[config.mk]
export PLATFORM = sky130hd
export DESIGN_NAME = biss_poll_sched
export DESIGN_NICKNAME = d
export VERILOG_FILES = /design/src/rtl/biss_pkg.sv /design/src/rtl/biss_poll_timer.sv /design/src/rtl/biss_poll_sched.sv
export SDC_FILE = /design/constraint.sdc
export NUM_CORES = 1
export LEC_CHECK = 0
export BUFFER_PORTS_ARGS = -buffer_cell sky130_fd_sc_hd__buf_4
export CORE_MARGIN = 1
export CORE_UTILIZATION = 50
export CTS_CLUSTER_SIZE = 24
export DETAILED_ROUTE_END_ITERATION = 8
export GPL_TIMING_DRIVEN = 0
export PLACE_DENSITY = 0.82
export SLEW_MARGIN = 20
export SYNTH_ARGS = -nofsm -noshare
export SYNTH_HDL_FRONTEND = slang
export SYNTH_HIERARCHICAL = 1
export SYNTH_SLANG_ARGS = --single-unit
[constraint.sdc]
create_clock -name clk -period 4.3 [get_ports clk]
set_clock_uncertainty 0.2 [all_clocks]
set_input_delay 0.86 -clock clk [delete_from_list [all_inputs] [get_ports clk]]
set_output_delay 0.86 -clock clk [all_outputs]
set_load 0.01 [all_outputs]
[src/rtl/biss_pkg.sv]
// Shared definitions for the BiSS-C read-path scheduler: state encoding,
// protocol field widths and default timing constants.
package biss_pkg;

    localparam int unsigned CRC_W           = 6;
    localparam int unsigned ERR_W           = 2;
    localparam int unsigned POLL_PERIOD_DEF = 20000;
    localparam int unsigned RECOVER_CYC_DEF = 4000;
    localparam int unsigned CNT_W           = 24;

    typedef enum logic [2:0] {
        ST_IDLE  = 3'd0,
        ST_START = 3'd1,
        ST_WAIT  = 3'd2,
        ST_CHECK = 3'd3,
        ST_FAIL  = 3'd4,
        ST_RECOV = 3'd5
    } state_t;

    function automatic logic [15:0] sat_inc16(input logic [15:0] value);
        if (value == 16'hFFFF) begin
            return value;
        end else begin
            return value + 16'd1;
        end
    endfunction

endpackage

[src/rtl/biss_poll_timer.sv]
// Periodic poll counter; tick is high for the single cycle in which the
// counter sits at POLL_PERIOD-1 while polling is enabled.
module biss_poll_timer
    import biss_pkg::*;
#(
    parameter int unsigned POLL_PERIOD = POLL_PERIOD_DEF
) (
    input  logic clk,
    input  logic rst_n,
    input  logic poll_en,
    output logic tick
);

    logic [CNT_W-1:0] cnt_r;

    // Free-running counter, held at zero while polling is disabled
    always_ff @(posedge clk or negedge rst_n) begin
        if (!rst_n) begin
            cnt_r <= {CNT_W{1'b0}};
        end else if (!poll_en) begin
            cnt_r <= {CNT_W{1'b0}};
        end else if (cnt_r == CNT_W'(POLL_PERIOD - 1)) begin
            cnt_r <= {CNT_W{1'b0}};
        end else begin
            cnt_r <= cnt_r + {{(CNT_W-1){1'b0}}, 1'b1};
        end
    end

    assign tick = poll_en & (cnt_r == CNT_W'(POLL_PERIOD - 1));

endmodule

[src/rtl/biss_poll_sched.sv]
// BiSS-C transaction scheduler: merges poll/key requests, sequences the frame
// engine, validates CRC with retry. Optional stats: BISS_SCHED_STATS_EN.
module biss_poll_sched
    import biss_pkg::*;
#(
    parameter int unsigned POLL_PERIOD = POLL_PERIOD_DEF,
    parameter int unsigned TIMEOUT_CYC = 4000,
    parameter int unsigned RECOVER_CYC = RECOVER_CYC_DEF,
    parameter int unsigned CRC_LAT     = 2,
    parameter int unsigned MAX_RETRY   = 2,
    parameter int unsigned DATA_W      = 26
) (
    input  logic              clk,
    input  logic              rst_n,
    input  logic              poll_en,
    input  logic              key_req,
    output logic              frame_start,
    input  logic              frame_busy,
    input  logic              frame_done,
    input  logic [DATA_W-1:0] data_in,
    input  logic [ERR_W-1:0]  err_in,
    input  logic [CRC_W-1:0]  crc_rx,
    input  logic [CRC_W-1:0]  crc_calc,
    output logic              crc_en,
    output logic [DATA_W-1:0] pos_out,
    output logic              pos_valid,
    output logic [ERR_W-1:0]  status,
    output logic              fault
`ifdef BISS_SCHED_STATS_EN
    ,
    output logic [15:0]       crc_err_cnt,
    output logic [15:0]       timeout_cnt
`endif
);

    state_t              state_r;
    logic [CNT_W-1:0]    cnt_r;
    logic                pend_r;
    logic [7:0]          retry_r;
    logic                frame_start_r;
    logic                pos_valid_r;
    logic                fault_r;
    logic [DATA_W-1:0]   pos_out_r;
    logic [ERR_W-1:0]    status_r;
    logic                tick_s;
    logic                req_s;
    logic                cmp_s;
    logic                mismatch_s;
    logic                timeout_s;

    biss_poll_timer #(
        .POLL_PERIOD (POLL_PERIOD)
    ) u_timer (
        .clk     (clk),
        .rst_n   (rst_n),
        .poll_en (poll_en),
        .tick    (tick_s)
    );

    assign req_s      = tick_s | key_req;
    assign cmp_s      = (state_r == ST_CHECK) && (cnt_r == CNT_W'(CRC_LAT));
    assign mismatch_s = cmp_s && (crc_calc != crc_rx);
    assign timeout_s  = (state_r == ST_WAIT) && !frame_done && (cnt_r == {CNT_W{1'b0}});

    // crc_en must coincide with frame_done, so it cannot be registered
    assign crc_en      = (state_r == ST_WAIT) & frame_done;
    assign frame_start = frame_start_r;
    assign pos_valid   = pos_valid_r;
    assign pos_out     = pos_out_r;
    assign status      = status_r;
    assign fault       = fault_r;

    // Scheduler FSM; cnt_r is shared as timeout, CRC-latency and recovery counter
    always_ff @(posedge clk or negedge rst_n) begin
        if (!rst_n) begin
            state_r       <= ST_IDLE;
            cnt_r         <= {CNT_W{1'b0}};
            pend_r        <= 1'b0;
            retry_r       <= 8'd0;
            frame_start_r <= 1'b0;
            pos_valid_r   <= 1'b0;
            fault_r       <= 1'b0;
            pos_out_r     <= {DATA_W{1'b0}};
            status_r      <= {ERR_W{1'b0}};
        end else begin
            frame_start_r <= 1'b0;
            pos_valid_r   <= 1'b0;
            if (req_s) begin
                pend_r <= 1'b1;
            end
            case (state_r)
                ST_IDLE: begin
                    if (pend_r || req_s) begin
                        state_r <= ST_START;
                    end
                end
                ST_START: begin
                    frame_start_r <= 1'b1;
                    cnt_r         <= CNT_W'(TIMEOUT_CYC);
                    pend_r        <= req_s;
                    state_r       <= ST_WAIT;
                end
                ST_WAIT: begin
                    if (frame_done) begin
                        cnt_r   <= {CNT_W{1'b0}};
                        state_r <= ST_CHECK;
                    end else if (timeout_s) begin
                        state_r <= ST_FAIL;
                    end else begin
                        cnt_r <= cnt_r - {{(CNT_W-1){1'b0}}, 1'b1};
                    end
                end
                ST_CHECK: begin
                    if (!cmp_s) begin
                        cnt_r <= cnt_r + {{(CNT_W-1){1'b0}}, 1'b1};
                    end else if (!mismatch_s) begin
                        pos_out_r   <= data_in;
                        status_r    <= err_in;
                        pos_valid_r <= 1'b1;
                        retry_r     <= 8'd0;
                        fault_r     <= 1'b0;
                        cnt_r       <= CNT_W'(RECOVER_CYC - 1);
                        state_r     <= ST_RECOV;
                    end else begin
                        state_r <= ST_FAIL;
                    end
                end
                ST_FAIL: begin
                    if (retry_r < 8'(MAX_RETRY)) begin
                        retry_r <= retry_r + 8'd1;
                        pend_r  <= 1'b1;
                    end else begin
                        fault_r <= 1'b1;
                        retry_r <= 8'd0;
                    end
                    cnt_r   <= CNT_W'(RECOVER_CYC - 1);
                    state_r <= ST_RECOV;
                end
                ST_RECOV: begin
                    if (cnt_r != {CNT_W{1'b0}}) begin
                        cnt_r <= cnt_r - {{(CNT_W-1){1'b0}}, 1'b1};
                    end else if (!frame_busy) begin
                        state_r <= ST_IDLE;
                    end
                end
                default: begin
                    state_r <= ST_IDLE;
                end
            endcase
        end
    end

`ifdef BISS_SCHED_STATS_EN
    logic [15:0] crc_err_cnt_r;
    logic [15:0] timeout_cnt_r;

    // Saturating error statistics, cleared only by rst_n
    always_ff @(posedge clk or negedge rst_n) begin
        if (!rst_n) begin
            crc_err_cnt_r <= 16'd0;
            timeout_cnt_r <= 16'd0;
        end else begin
            if (mismatch_s) begin
                crc_err_cnt_r <= sat_inc16(crc_err_cnt_r);
            end
            if (timeout_s) begin
                timeout_cnt_r <= sat_inc16(timeout_cnt_r);
            end
        end
    end

    assign crc_err_cnt = crc_err_cnt_r;
    assign timeout_cnt = timeout_cnt_r;
`endif

endmodule
-- Word level (Yosys, flattened, before mapping)
Cells that the tools add are included.
- bits in registers: 91
- input port bits: 46
- add/sub/neg operators: 4
- multiplexer cells: 31
- reduce and logical (&&, ||, !) cells: 16
- bitwise logic cells: 4
- $lt $le $gt $ge: 1
- equality and inequality tests: 18
- operators by type and width (operator ; number):
    24-bit two-way mux ; 7
    24-bit one-hot mux with 5 select lines ; 1
    24-bit by 1-bit adder with 24-bit output, second input constant ; 2
    24-bit by 15-bit == test with 1-bit output, second input constant ; 1
    24-bit by 2-bit == test with 1-bit output, second input constant ; 1
    24-bit zero test ; 1
    8-bit two-way mux ; 3
    24-bit nonzero test ; 1
    24-bit by 1-bit subtractor with 24-bit output, second input constant ; 1
    3-bit two-way mux ; 6
    3-bit one-hot mux with 6 select lines ; 1
    8-bit one-hot mux with 2 select lines ; 1
    2-bit != test, second input constant ; 7
    1-bit two-way mux ; 10
    3-bit != test, second input constant ; 3
    8-bit by 1-bit adder with 8-bit output, second input constant ; 1
    8-bit by 2-bit < comparator with 1-bit output, second input constant ; 1
    4-bit AND reduction ; 2
    3-bit by 2-bit == test with 1-bit output, second input constant ; 2
    3-bit == test, second input constant ; 2
    6-bit != test ; 1
    3-bit AND reduction ; 2
    5-bit AND reduction ; 1
    5-bit nonzero test ; 1
    other kinds (10) ; 15

-- Depth between registers and ports, before layout
Gate-level depths: netlist (run 1).
- depth after elaboration: 6
- mapped depth: 10

-- Hierarchy
Netlist (run 1), hierarchy kept.
- by module, submodules not included (module ; area each (µm²) ; cells each ; times used ; sequential area each (µm²)):
    biss_poll_sched ; 4001.3 ; 495 ; 1 ; 1676.6
    biss_poll_timer ; 1347.5 ; 139 ; 1 ; 600.6

-- Least setup slack after synthesis (run 1)
No wires, ideal clock.
- path type: input-to-reg
- start point: input port crc_rx[3]
- end point: register retry_r[2]
- required time: 3.978 ns
- slack: 1.492 ns
- stages on the path: 7
- path buffers: 2
- arrival time: 2.487 ns
- cells stage by stage: xor2_1 > nor4_1 > nand3_1 > or4_1 > buf_2 > buf_6 > a32o_1
- longest elaborated chain between the ends: 4
- ends and longest elaborated chain (item ; RTL line ; text):
    from (decl) ; biss_poll_sched.sv:22 ; input logic [CRC_W-1:0] crc_rx,
    6-bit != test ; biss_poll_sched.sv:62 ; assign mismatch_s = cmp_s && (crc_calc != crc_rx);
    1-bit logical AND ; biss_poll_sched.sv:62 ;
    2-bit != test (no source line) ; - ;
    3-bit AND reduction (no source line) ; - ;
    to (signal assigned) ; biss_poll_sched.sv:130 ; retry_r <= retry_r + 8'd1;
    to (decl) ; biss_poll_sched.sv:39 ; logic [7:0] retry_r;
No other way between the ends.
A chain may end at the register's enable or synchronous reset.

==> metrics, run 1 <==
status completed; num rows 37; initial core utilization 0.516; dpl hpwl ~10000 microns; Layout Utilization 0.610; Top FF cell, synth dfrtp_1; drt pass-1 iters 6; crit-path cells nor4_2 -> nand3_1 -> nor3_4 -> a311oi_1 -> and3_1 -> clkbuf_1 -> buf_2 -> a21oi_1 -> a21oi_1; Area Growth Syn to Fin 18.2%; EDFF count, synth 0; Mapped Nets 686; Rel. slew slack 0.441; Worst Slack Setup Final about 0.97 ns; # setup viols final 0; CP max stage delay 0.71 ns; Root Driver clkbuf_8; Antenna Cells 0; Reg clk slew, reported paths about 0.090 ns; Min-Delay Path Depth 2; Worst R2R End cnt_r[6]$_DFFE_PN0P_; Req. time, crit path ~4.4 ns; Leak Pwr around 2.8 nW; Post-CTS Resized 0; Reg2Reg Depth 9; Post-Synthesis Cells about 630; Worst VDD drop ~0.34 mV; Synth Cell Area 5350 sq um; boundary pin count 78; routability cong. between 0.9 and 1; Hold Crit Class register to register; # DRC 0; synth unique cells 70; Placeable Area slightly above 10,000 sq um; pre-CTS setup slack approximately 0.94 ns; Worst Hold End pos_out[6]$_DFFE_PN0P_; Most common cell on crit path a21oi_1; buffers added on ports 77; Global Route Usage Sum 0.267; Crit path depth 9; Fillers between 800 and 900; H-tree level count 3; Fin Setup TNS 0 ns; Yosys warning total 6; Worst Path Max Fanout 10; number of global-route vias before repair 4,980; Slew Limit Fails 0; # nets final 774; CP Capture Type register; unrepaired setup endpoints after global routing no; Tmin final approximately 3.3 ns; CP top delay family simple AND/OR/NAND/NOR gates; Die Ht approximately 110 microns; CTS Sinks 91; initial antenna violation count 0; DRT antenna net count 0; Critical-path top delay cell nor4_2; GRT overflow 0; die width around 110 microns; Hold Vio Cnt, Final 0; DR vias 5,226; post-synthesis sequential area ratio 0.426; Setup Fix Bufs, Post-CTS 0; Async SR Flop Fraction 1.00; Max Cap Viol 0; fin crit share 0.775; Post-Syn Area per Cell 8.44 sq um; CTS max path bufs 2; hold path start pos_out[6]$_DFFE_PN0P_; CTS tree built; clock latency on the worst-skew pair between 0.3 and 0.4 ns; r2r setup slk around 0.97 ns; initial DRC count around 570; R2R Path Start cnt_r[5]$_DFFE_PN0P_; Via density 6.06; total wire length about 14,000 microns; Routed WL per cell roughly 16 microns; Fmax achieved roughly 0.30 GHz; pin count of the biggest net entering global routing slightly above 90; CP arrival around 3.4 ns; first-pass GRT wire length approximately 24,000 microns; cts bufs inserted 9; Slew @ Worst Pin between 0.8 and 0.9 ns; WS Path Type register to register; hold buffer count at CTS 0; die area between 10,000 and 15,000 sq um; share of layout cells above drive strength 1 0.173; CP startpoint kind register; power density over cell area between 400 and 500 nW/um^2; Seq cells post-synth a little over 90; Buf/Inv on CP 2
-- metrics by stage --
step                instances  hold slack, ns  area [sq um]  total power, W
floorplan                 634           0.244          5350         0.00192
global placement          847           0.252          6100         0.00225
detailed placement        847           0.257          6100         0.00229
CTS                       863           0.278          6320         0.00297
global route              863           0.298          6320         0.00319
finish                    863           0.275          6320         0.00299
-- worst min-delay path, stage by stage, from the launching register on --
cell and delay, ns:
dfrtp_1 0.36, nand2_1 0.05, nand2_1 0.04
-- logic make-up (layout without fill, tap and decap cells) --
family	after synthesis	after routing	share of synthesized area
compound gates	140	140	0.175
xor+xnor	24	24	0.0393
fa+ha+maj	6	6	0.0140
buf+inv	43	136	0.0386
flops	91	91	0.426
mux	1	1	0.00187
simple gates	329	329	0.305
-- final cells by class --
cell class,count,area (sq um),area share
plain buffers,36,180,0.0285
flip-flops and latches,91,2280,0.360
repair buffers,77,582,0.0920
well taps,136,170,0.0269
inverters,7,26.3,0.00415
clock inverters,6,96.3,0.0152
multi-input cells,500,2870,0.453
clock buffers,10,128,0.0202
-- how the worst max path moves through the flow --
stage / startpoint / to / slack (ns)
after floorplan: crc_rx[3] / retry_r[2]$_DFFE_PN0P_ / 1.49
after global placement: crc_rx[3] / cnt_r[6]$_DFFE_PN0P_ / 0.95
after detailed placement: crc_rx[3] / cnt_r[6]$_DFFE_PN0P_ / 0.94
after CTS: cnt_r[5]$_DFFE_PN0P_ / cnt_r[19]$_DFFE_PN0P_ / 1.09
after global routing: cnt_r[19]$_DFFE_PN0P_ / cnt_r[12]$_DFFE_PN0P_ / 0.85
final: cnt_r[5]$_DFFE_PN0P_ / cnt_r[6]$_DFFE_PN0P_ / 0.97
-- where the power goes --
group	total (W)	internal, W	switching, W	leakage [nW]
registers	0.00108	0.000959	0.000118	1.23
clock network	0.000667	0.000336	0.000331	0.109
logic	0.00125	0.000433	0.000816	1.49
total	0.00299	0.00173	0.00127	2.83
-- registers in the layout (all words and copies together) (netlist names), 2 cells and up --
name and flops:
retry_r 8, u_timer/cnt_r 24, state_r 3, status 2
cnt_r 24, pos_out 26
-- cell usage after synthesis, types with 9 or more instances --
cell type	n	area [sq um]
o31ai_1	9	67.6
nand4_1	10	62.6
nand3_1	28	140
dfrtp_1	91	2280
o21ai_0	33	165
nor3_1	14	70.1
xnor2_1	10	87.6
buf_2	9	45.0
a31oi_1	10	62.6
o22ai_1	9	56.3
nor4_1	20	125
clkbuf_1	18	67.6
nand2_1	137	514
xor2_1	14	123
and3_1	10	62.6
nor2_1	56	210
or3_1	11	68.8
a21oi_1	29	145
-- placed cells by master, fill, tap and decap left out, types with 3 or more instances in the layout --
cell / n
a22o_1: 3
or3_1: 11
and4_1: 4
inv_1: 7
a31oi_1: 10
a21oi_2: 4
clkbuf_1: 19
o22ai_1: 9
nand3_1: 28
buf_4: 78
nand2_1: 137
buf_6: 4
nand2b_1: 4
nor3_1: 14
clkbuf_8: 9
a211oi_1: 5
o211ai_1: 3
nand4_1: 10
dfrtp_1: 91
xnor2_1: 10
ha_1: 6
o221ai_1: 4
nor4_1: 20
clkbuf_2: 3
nor2_1: 56
xor2_1: 14
and3_1: 10
buf_2: 9
a21oi_1: 29
a221oi_1: 3
and2_1: 8
or4_1: 7
o21ai_0: 33
o31ai_1: 9
-- metal layers --
metal	global-route usage	wire length (microns)	vias up	share of wire
li1	-	-	2468	-
met1	0.361	6110	2438	0.43
met2	0.421	6470	289	0.46
met3	0.0606	1260	31	0.090
met4	0.0926	246	0	0.017
met5	0	0	-	0
(Power assumes the default switching activity.)
==> inputs of run 2 (changes only) <==
--- a/config.mk
+++ b/config.mk
@@ -11,7 +11,7 @@
 export CTS_CLUSTER_SIZE = 24
 export DETAILED_ROUTE_END_ITERATION = 8
 export GPL_TIMING_DRIVEN = 0
-export PLACE_DENSITY = 0.82
+export PLACE_DENSITY = 0.85
 export SLEW_MARGIN = 20
 export SYNTH_ARGS = -nofsm -noshare
 export SYNTH_HDL_FRONTEND = slang
==> constraint.sdc (replaced) <==
create_clock -name clk -period 2.93 [get_ports clk]
set_clock_uncertainty 0.2 [all_clocks]
set_input_delay 0.586 -clock clk [delete_from_list [all_inputs] [get_ports clk]]
set_output_delay 0.586 -clock clk [all_outputs]
set_load 0.01 [all_outputs]
==> run 2 against run 1 <==
  * Non-clock buffer count grew 2
  * Die area is the same
  * Fmax grew 16%
  * Sequential power grew 47%
  * First-iteration DRC count shrank 4.0%
  * Setup slack lost 0.90 ns
  * Critical endpoint is now retry_r[2]$_DFFE_PN0P_
  * Highest routed layer unchanged
==> metrics, run 2 (same netlist as run 1, synthesis figures left out) <==
status completed; GRT overflow 0; share of power burned in registers 0.357; hold buffer count at CTS 0; Rel. slew slack 0.451; routability cong. ~0.93; Reg2Reg Depth 8; Area Growth Syn to Fin 19.9%; H-tree level count 3; Largest register FFs 26; Routed WL per cell between 15 and 20 microns; buffers added on ports 77; share of layout cells above drive strength 1 0.199; initial core utilization 0.516; CP Capture Type register; Hold Crit Class primary input to asynchronous set/reset pin; Clock power frac 0.210; DR vias roughly 5,400; Root Driver clkbuf_8; Leak Pwr 2.88 nW; WS Path Type register to register; Fillers about 860; Sw Pwr between 0.0015 and 0.002 W; internal power about 0.0025 W; Fmax achieved 0.349 GHz; Worst Setup SP cnt_r[4]$_DFFE_PN0P_; Slew @ Worst Pin between 0.8 and 0.9 ns; initial antenna violation count 0; dpl cells 847; most frequent cells in the layout nand2_1 (137), dfrtp_1 (91), buf_4 (81); Antenna Cells 0; total wire length between 10,000 and 15,000 microns; die width roughly 110 microns; # setup viols final 0; cts bufs inserted 9; Via density roughly 6.2; Max Cap Viol 0; pin count of the biggest net entering global routing 92; CP arrival a little under 3 ns; number of global-route vias before repair 5,008; num rows 37; initial DRC count between 500 and 600; die area approximately 11,000 sq um; dpl hpwl around 10,000 microns; CTS Sinks 91; Reg clk slew, reported paths approximately 0.11 ns; fin crit share 0.978; unrepaired setup endpoints after global routing yes; Slew Limit Fails 0; Pwr Total 0.00446 W; DRT antenna net count 0; R2R Path Start cnt_r[4]$_DFFE_PN0P_; CTS tree built; crit path to retry_r[2]$_DFFE_PN0P_; power density over cell area 696 nW/um^2; Die Ht 105 microns; CTS max path bufs 2; CP startpoint kind register; Worst Path Max Fanout 10; sw frac 0.435; Non-Filler Instances about 870; drt pass-1 iters 6; # DRC 0; r2r setup slk between 0.06 and 0.07 ns; first-pass GRT wire length around 24,000 microns; Req. time, crit path approximately 3 ns; # nets final between 700 and 800; Gate power share 0.434; clock latency on the worst-skew pair 0.38 ns; Global Route Usage Sum 0.271; Worst R2R End retry_r[2]$_DFFE_PN0P_; Worst VDD drop 0.476 mV; Tmin final around 2.9 ns; Placeable Area between 10,000 and 15,000 sq um; most common cell after layout, fill and taps aside nand2_1; boundary pin count 78; Hold Vio Cnt, Final 0
run 2: cell count changes in the layout (fill, tap and decap cells not counted), sizes merged:
cell	delta
clkinvlp	-1
clkbuf	+1
buf	+2
bufinv	-1
clkinv	+1
run 2: how the worst min path moves through the flow:
stage | start | to | slack [ns] | depth (start not counted)
after floorplan | rst_n | cnt_r[0]$_DFFE_PN0P_ | 0.09 | 0
after global placement | pos_out[5]$_DFFE_PN0P_ | pos_out[5]$_DFFE_PN0P_ | 0.25 | 2
after detailed placement | pos_out[8]$_DFFE_PN0P_ | pos_out[8]$_DFFE_PN0P_ | 0.26 | 2
after CTS | rst_n | cnt_r[18]$_DFFE_PN0P_ | 0.10 | 1
after global routing | rst_n | cnt_r[21]$_DFFE_PN0P_ | 0.15 | 1
final | rst_n | cnt_r[18]$_DFFE_PN0P_ | 0.07 | 1
run 2: worst max-delay path, stage by stage (launching register included):
cell	delay (ns)
dfrtp_1	0.42
buf_2	0.19
or4_4	0.55
nor3_4	0.19
nand3_2	0.17
or4_4	0.45
buf_2	0.18
buf_6	0.15
a32o_1	0.25
run 2: per-layer routing:
metal | routed length (microns) | vias up | share of wire | global-route usage
met5 | 0 | - | 0 | 0
met4 | 370 | 0 | 0.025 | 0.105
met3 | 1340 | 46 | 0.092 | 0.0674
met2 | 6860 | 306 | 0.47 | 0.433
met1 | 6030 | 2564 | 0.41 | 0.353
li1 | - | 2469 | - | -
run 2: layout make-up:
| class | count | area, sq um | share of cell area |
|---|---|---|---|
| buffer | 35 | 185 | 0.0289 |
| clock buffer | 11 | 151 | 0.0236 |
| clock inverter | 5 | 65.1 | 0.0101 |
| inverter | 7 | 26.3 | 0.00410 |
| multi-input combinational | 500 | 2940 | 0.458 |
| sequential | 91 | 2280 | 0.355 |
| tap | 136 | 170 | 0.0265 |
| timing repair buffer | 80 | 604 | 0.0942 |
run 2: what timing repair did:
item	in CTS	in global routing
pin swaps	1	0
gates resized for setup	6	19
endpoints found under the setup margin	37	51
setup buffers	1	2
run 2: power by group through the flow:
stage | combinational, W | clock (W) | sequential, W
floorplan | 0.00127 | 0 | 0.00156
global placement | 0.00175 | 0 | 0.00158
detailed placement | 0.00180 | 0 | 0.00159
CTS | 0.00183 | 0.000952 | 0.00158
global route | 0.00209 | 0.000993 | 0.00161
finish | 0.00194 | 0.000935 | 0.00159
run 2: per-stage QoR:
stage	hold WS (ns)	TNS [ns]	utilization	setup slack [ns]	area, sq um
finish	0.0733	0	0.619	0.0651	6410
global route	0.145	-0.0243	0.619	-0.0243	6410
CTS	0.101	0	0.614	0.000818	6360
detailed placement	0.256	-4.10	0.588	-0.233	6100
global placement	0.252	-3.64	0.588	-0.235	6100
floorplan	0.0904	0	-	0.370	5350
==> inputs of run 3 (changes only) <==
--- a/config.mk
+++ b/config.mk
@@ -10,7 +10,6 @@
 export CORE_UTILIZATION = 50
 export CTS_CLUSTER_SIZE = 24
 export DETAILED_ROUTE_END_ITERATION = 8
-export GPL_TIMING_DRIVEN = 0
 export PLACE_DENSITY = 0.85
 export SLEW_MARGIN = 20
 export SYNTH_ARGS = -nofsm -noshare
==> run 3 against run 2 <==
  * The flow now finishes with violations (hold timing)
  * Non-clock buffer count fell by 10
  * Via count fell by 2.1%
  * Critical path depth did not move
  * Cell area fell by 1.6%
  * Combinational power fell by 7%
  * Final cell count fell by 1.3%
  * Global-route usage fell by 0.42 points
  * Core utilization fell by 0.99 points
  * Routed wire length fell by 3.3%
  * Die area did not move
  * Clock power fell by 18%
  * Critical path type unchanged
==> metrics, run 3 (same netlist as run 1, synthesis figures left out) <==
Leak Pwr between 2 and 3 nW; hold buffer count at CTS 0; dpl cells ~840; Rel. slew slack 0.545; die area ~11,000 sq um; Non-Filler Instances roughly 850; cts bufs inserted 9; WS Path Type register to register; unrepaired setup endpoints after global routing no; Via density just over 6; Fmax achieved 0.359 GHz; first-pass GRT wire length around 24,000 microns; dpl hpwl roughly 10,000 microns; # nets final 766; Worst Path Max Fanout 15; share of layout cells above drive strength 1 0.191; Hold Vio Cnt, Final 18; CTS max path bufs 2; most common cell after layout, fill and taps aside nand2_1; Worst VDD drop roughly 0.58 mV; Min Hold Slack -0.0184 ns; Routed WL per cell about 17 microns; CP Capture Type register; Max Cap Viol 0; Req. time, crit path about 3.0 ns; DR vias roughly 5,300; Layout Utilization 0.609; initial antenna violation count 0; Die Ht roughly 110 microns; Critical-path top delay cell nor4_2; Placeable Area slightly above 10,000 sq um; most frequent cells in the layout nand2_1 (137), buf_4 (104), dfrtp_1 (91); CP startpoint kind register; routability cong. 0.902; total wire length about 14,000 microns; CP max stage delay just under 0.6 ns; status finished, violations left; Slew @ Worst Pin 0.680 ns; Antenna Cells 0; Reg2Reg Depth 8; Root Driver clkbuf_8; buffers added on ports 77; number of global-route vias before repair about 5,200; CTS tree built; clock latency on the worst-skew pair between 0.3 and 0.4 ns; Slew Limit Fails 0; Fin Setup TNS 0 ns; Global Route Usage Sum 0.267; crit-path cells nor4_2 -> nand3_1 -> nor3_4 -> a311oi_1 -> and3_1 -> buf_4 -> o22ai_1 -> nor2_1; Hold Crit Class primary input to asynchronous set/reset pin; Area Growth Syn to Fin 18.0%; CTS Sinks 91; initial core utilization 0.516; H-tree level count 3; Worst Setup SP cnt_r[10]$_DFFE_PN0P_; # DRC 0; Worst R2R End cnt_r[7]$_DFFE_PN0P_; GRT overflow 0; R2R Path Start cnt_r[10]$_DFFE_PN0P_; drt pass-1 iters 7; DRT antenna net count 0; boundary pin count 78; r2r setup slk about 0.14 ns; num rows 37; Reg clk slew, reported paths 0.09 ns; violated checks hold timing; Largest register FFs 26; CP arrival around 2.8 ns; initial DRC count around 530; crit path to cnt_r[7]$_DFFE_PN0P_; pin count of the biggest net entering global routing 55; Tmin final about 2.8 ns; fin crit share 0.952; die width around 110 microns; power density over cell area about 670 nW/um^2; # setup viols final 0
run 3: cell count changes in the layout (fill, tap and decap cells not counted), moves of 2 or more:
cell / previous run / this run
clkbuf_8: 11 / 9
nor4_4: 3 / 0
buf_6: 4 / 0
clkbuf_1: 11 / 2
clkinvlp_4: 0 / 2
inv_6: 3 / 0
clkbuf_2: 10 / 0
buf_4: 81 / 104
buf_2: 9 / 0
nor4_2: 1 / 4
run 3: worst min path at each step:
stage                       startpoint                      end  slack [ns]  depth (start not counted)
2_1_floorplan                    rst_n     cnt_r[0]$_DFFE_PN0P_        0.09                          0
3_3_place_gp   pos_out[17]$_DFFE_PN0P_  pos_out[17]$_DFFE_PN0P_        0.25                          2
3_5_place_dp   pos_out[21]$_DFFE_PN0P_  pos_out[21]$_DFFE_PN0P_        0.26                          2
4_1_cts                          rst_n    cnt_r[14]$_DFFE_PN0P_       0.006                          1
5_1_grt                          rst_n    cnt_r[13]$_DFFE_PN0P_        0.03                          1
6_report                         rst_n    cnt_r[13]$_DFFE_PN0P_       -0.02                          1
run 3: worst max-delay path: cells and delay by family, from the launching register on:
family	cells	cell delay (ns)
DFF	1	0.49
and+or+nand+nor	5	1.46
AOI/OAI and AO/OA	2	0.32
buffers and inverters	1	0.19
run 3: repair_timing:
item                                    in CTS  in global routing
setup buffers                                0                  0
endpoints found under the setup margin       0                  3
resized for setup                            0                  1
run 3: area by class of cell:
| cell class | count | area, sq um |
|---|---|---|
| fill | 895 | 4060 |
| tap | 136 | 170 |
| clock inverter | 4 | 28.8 |
| multi-input combinational | 500 | 2880 |
| sequential | 91 | 2280 |
| inverter | 7 | 26.3 |
| clock buffer | 11 | 131 |
| timing repair buffer | 105 | 801 |
run 3: power by group:
part           total [W]  switching, W  internal (W)
registers        0.00166      0.000250       0.00141
clock network   0.000767      0.000462      0.000305
logic            0.00180       0.00110      0.000709
total            0.00423       0.00181       0.00242
run 3: per-stage QoR:
step,total power [W],hold WS [ns],worst slack [ns],instance area [sq um]
global placement,0.00336,0.250,0.226,6150
detailed placement,0.00342,0.258,0.171,6150
floorplan,0.00282,0.0904,0.370,5350
global route,0.00448,0.0260,0.0224,6310
CTS,0.00419,0.00588,0.182,6310
finish,0.00423,-0.0184,0.142,6310
run 3: routing by layer:
layer | routed length (microns) | part of all wire | vias to the layer above | GRT usage
met1 | 5920 | 0.42 | 2539 | 0.351
met3 | 1020 | 0.072 | 31 | 0.0513
met5 | 0 | 0 | - | 0
li1 | - | - | 2448 | -
met2 | 6930 | 0.49 | 255 | 0.445
met4 | 254 | 0.018 | 0 | 0.0815
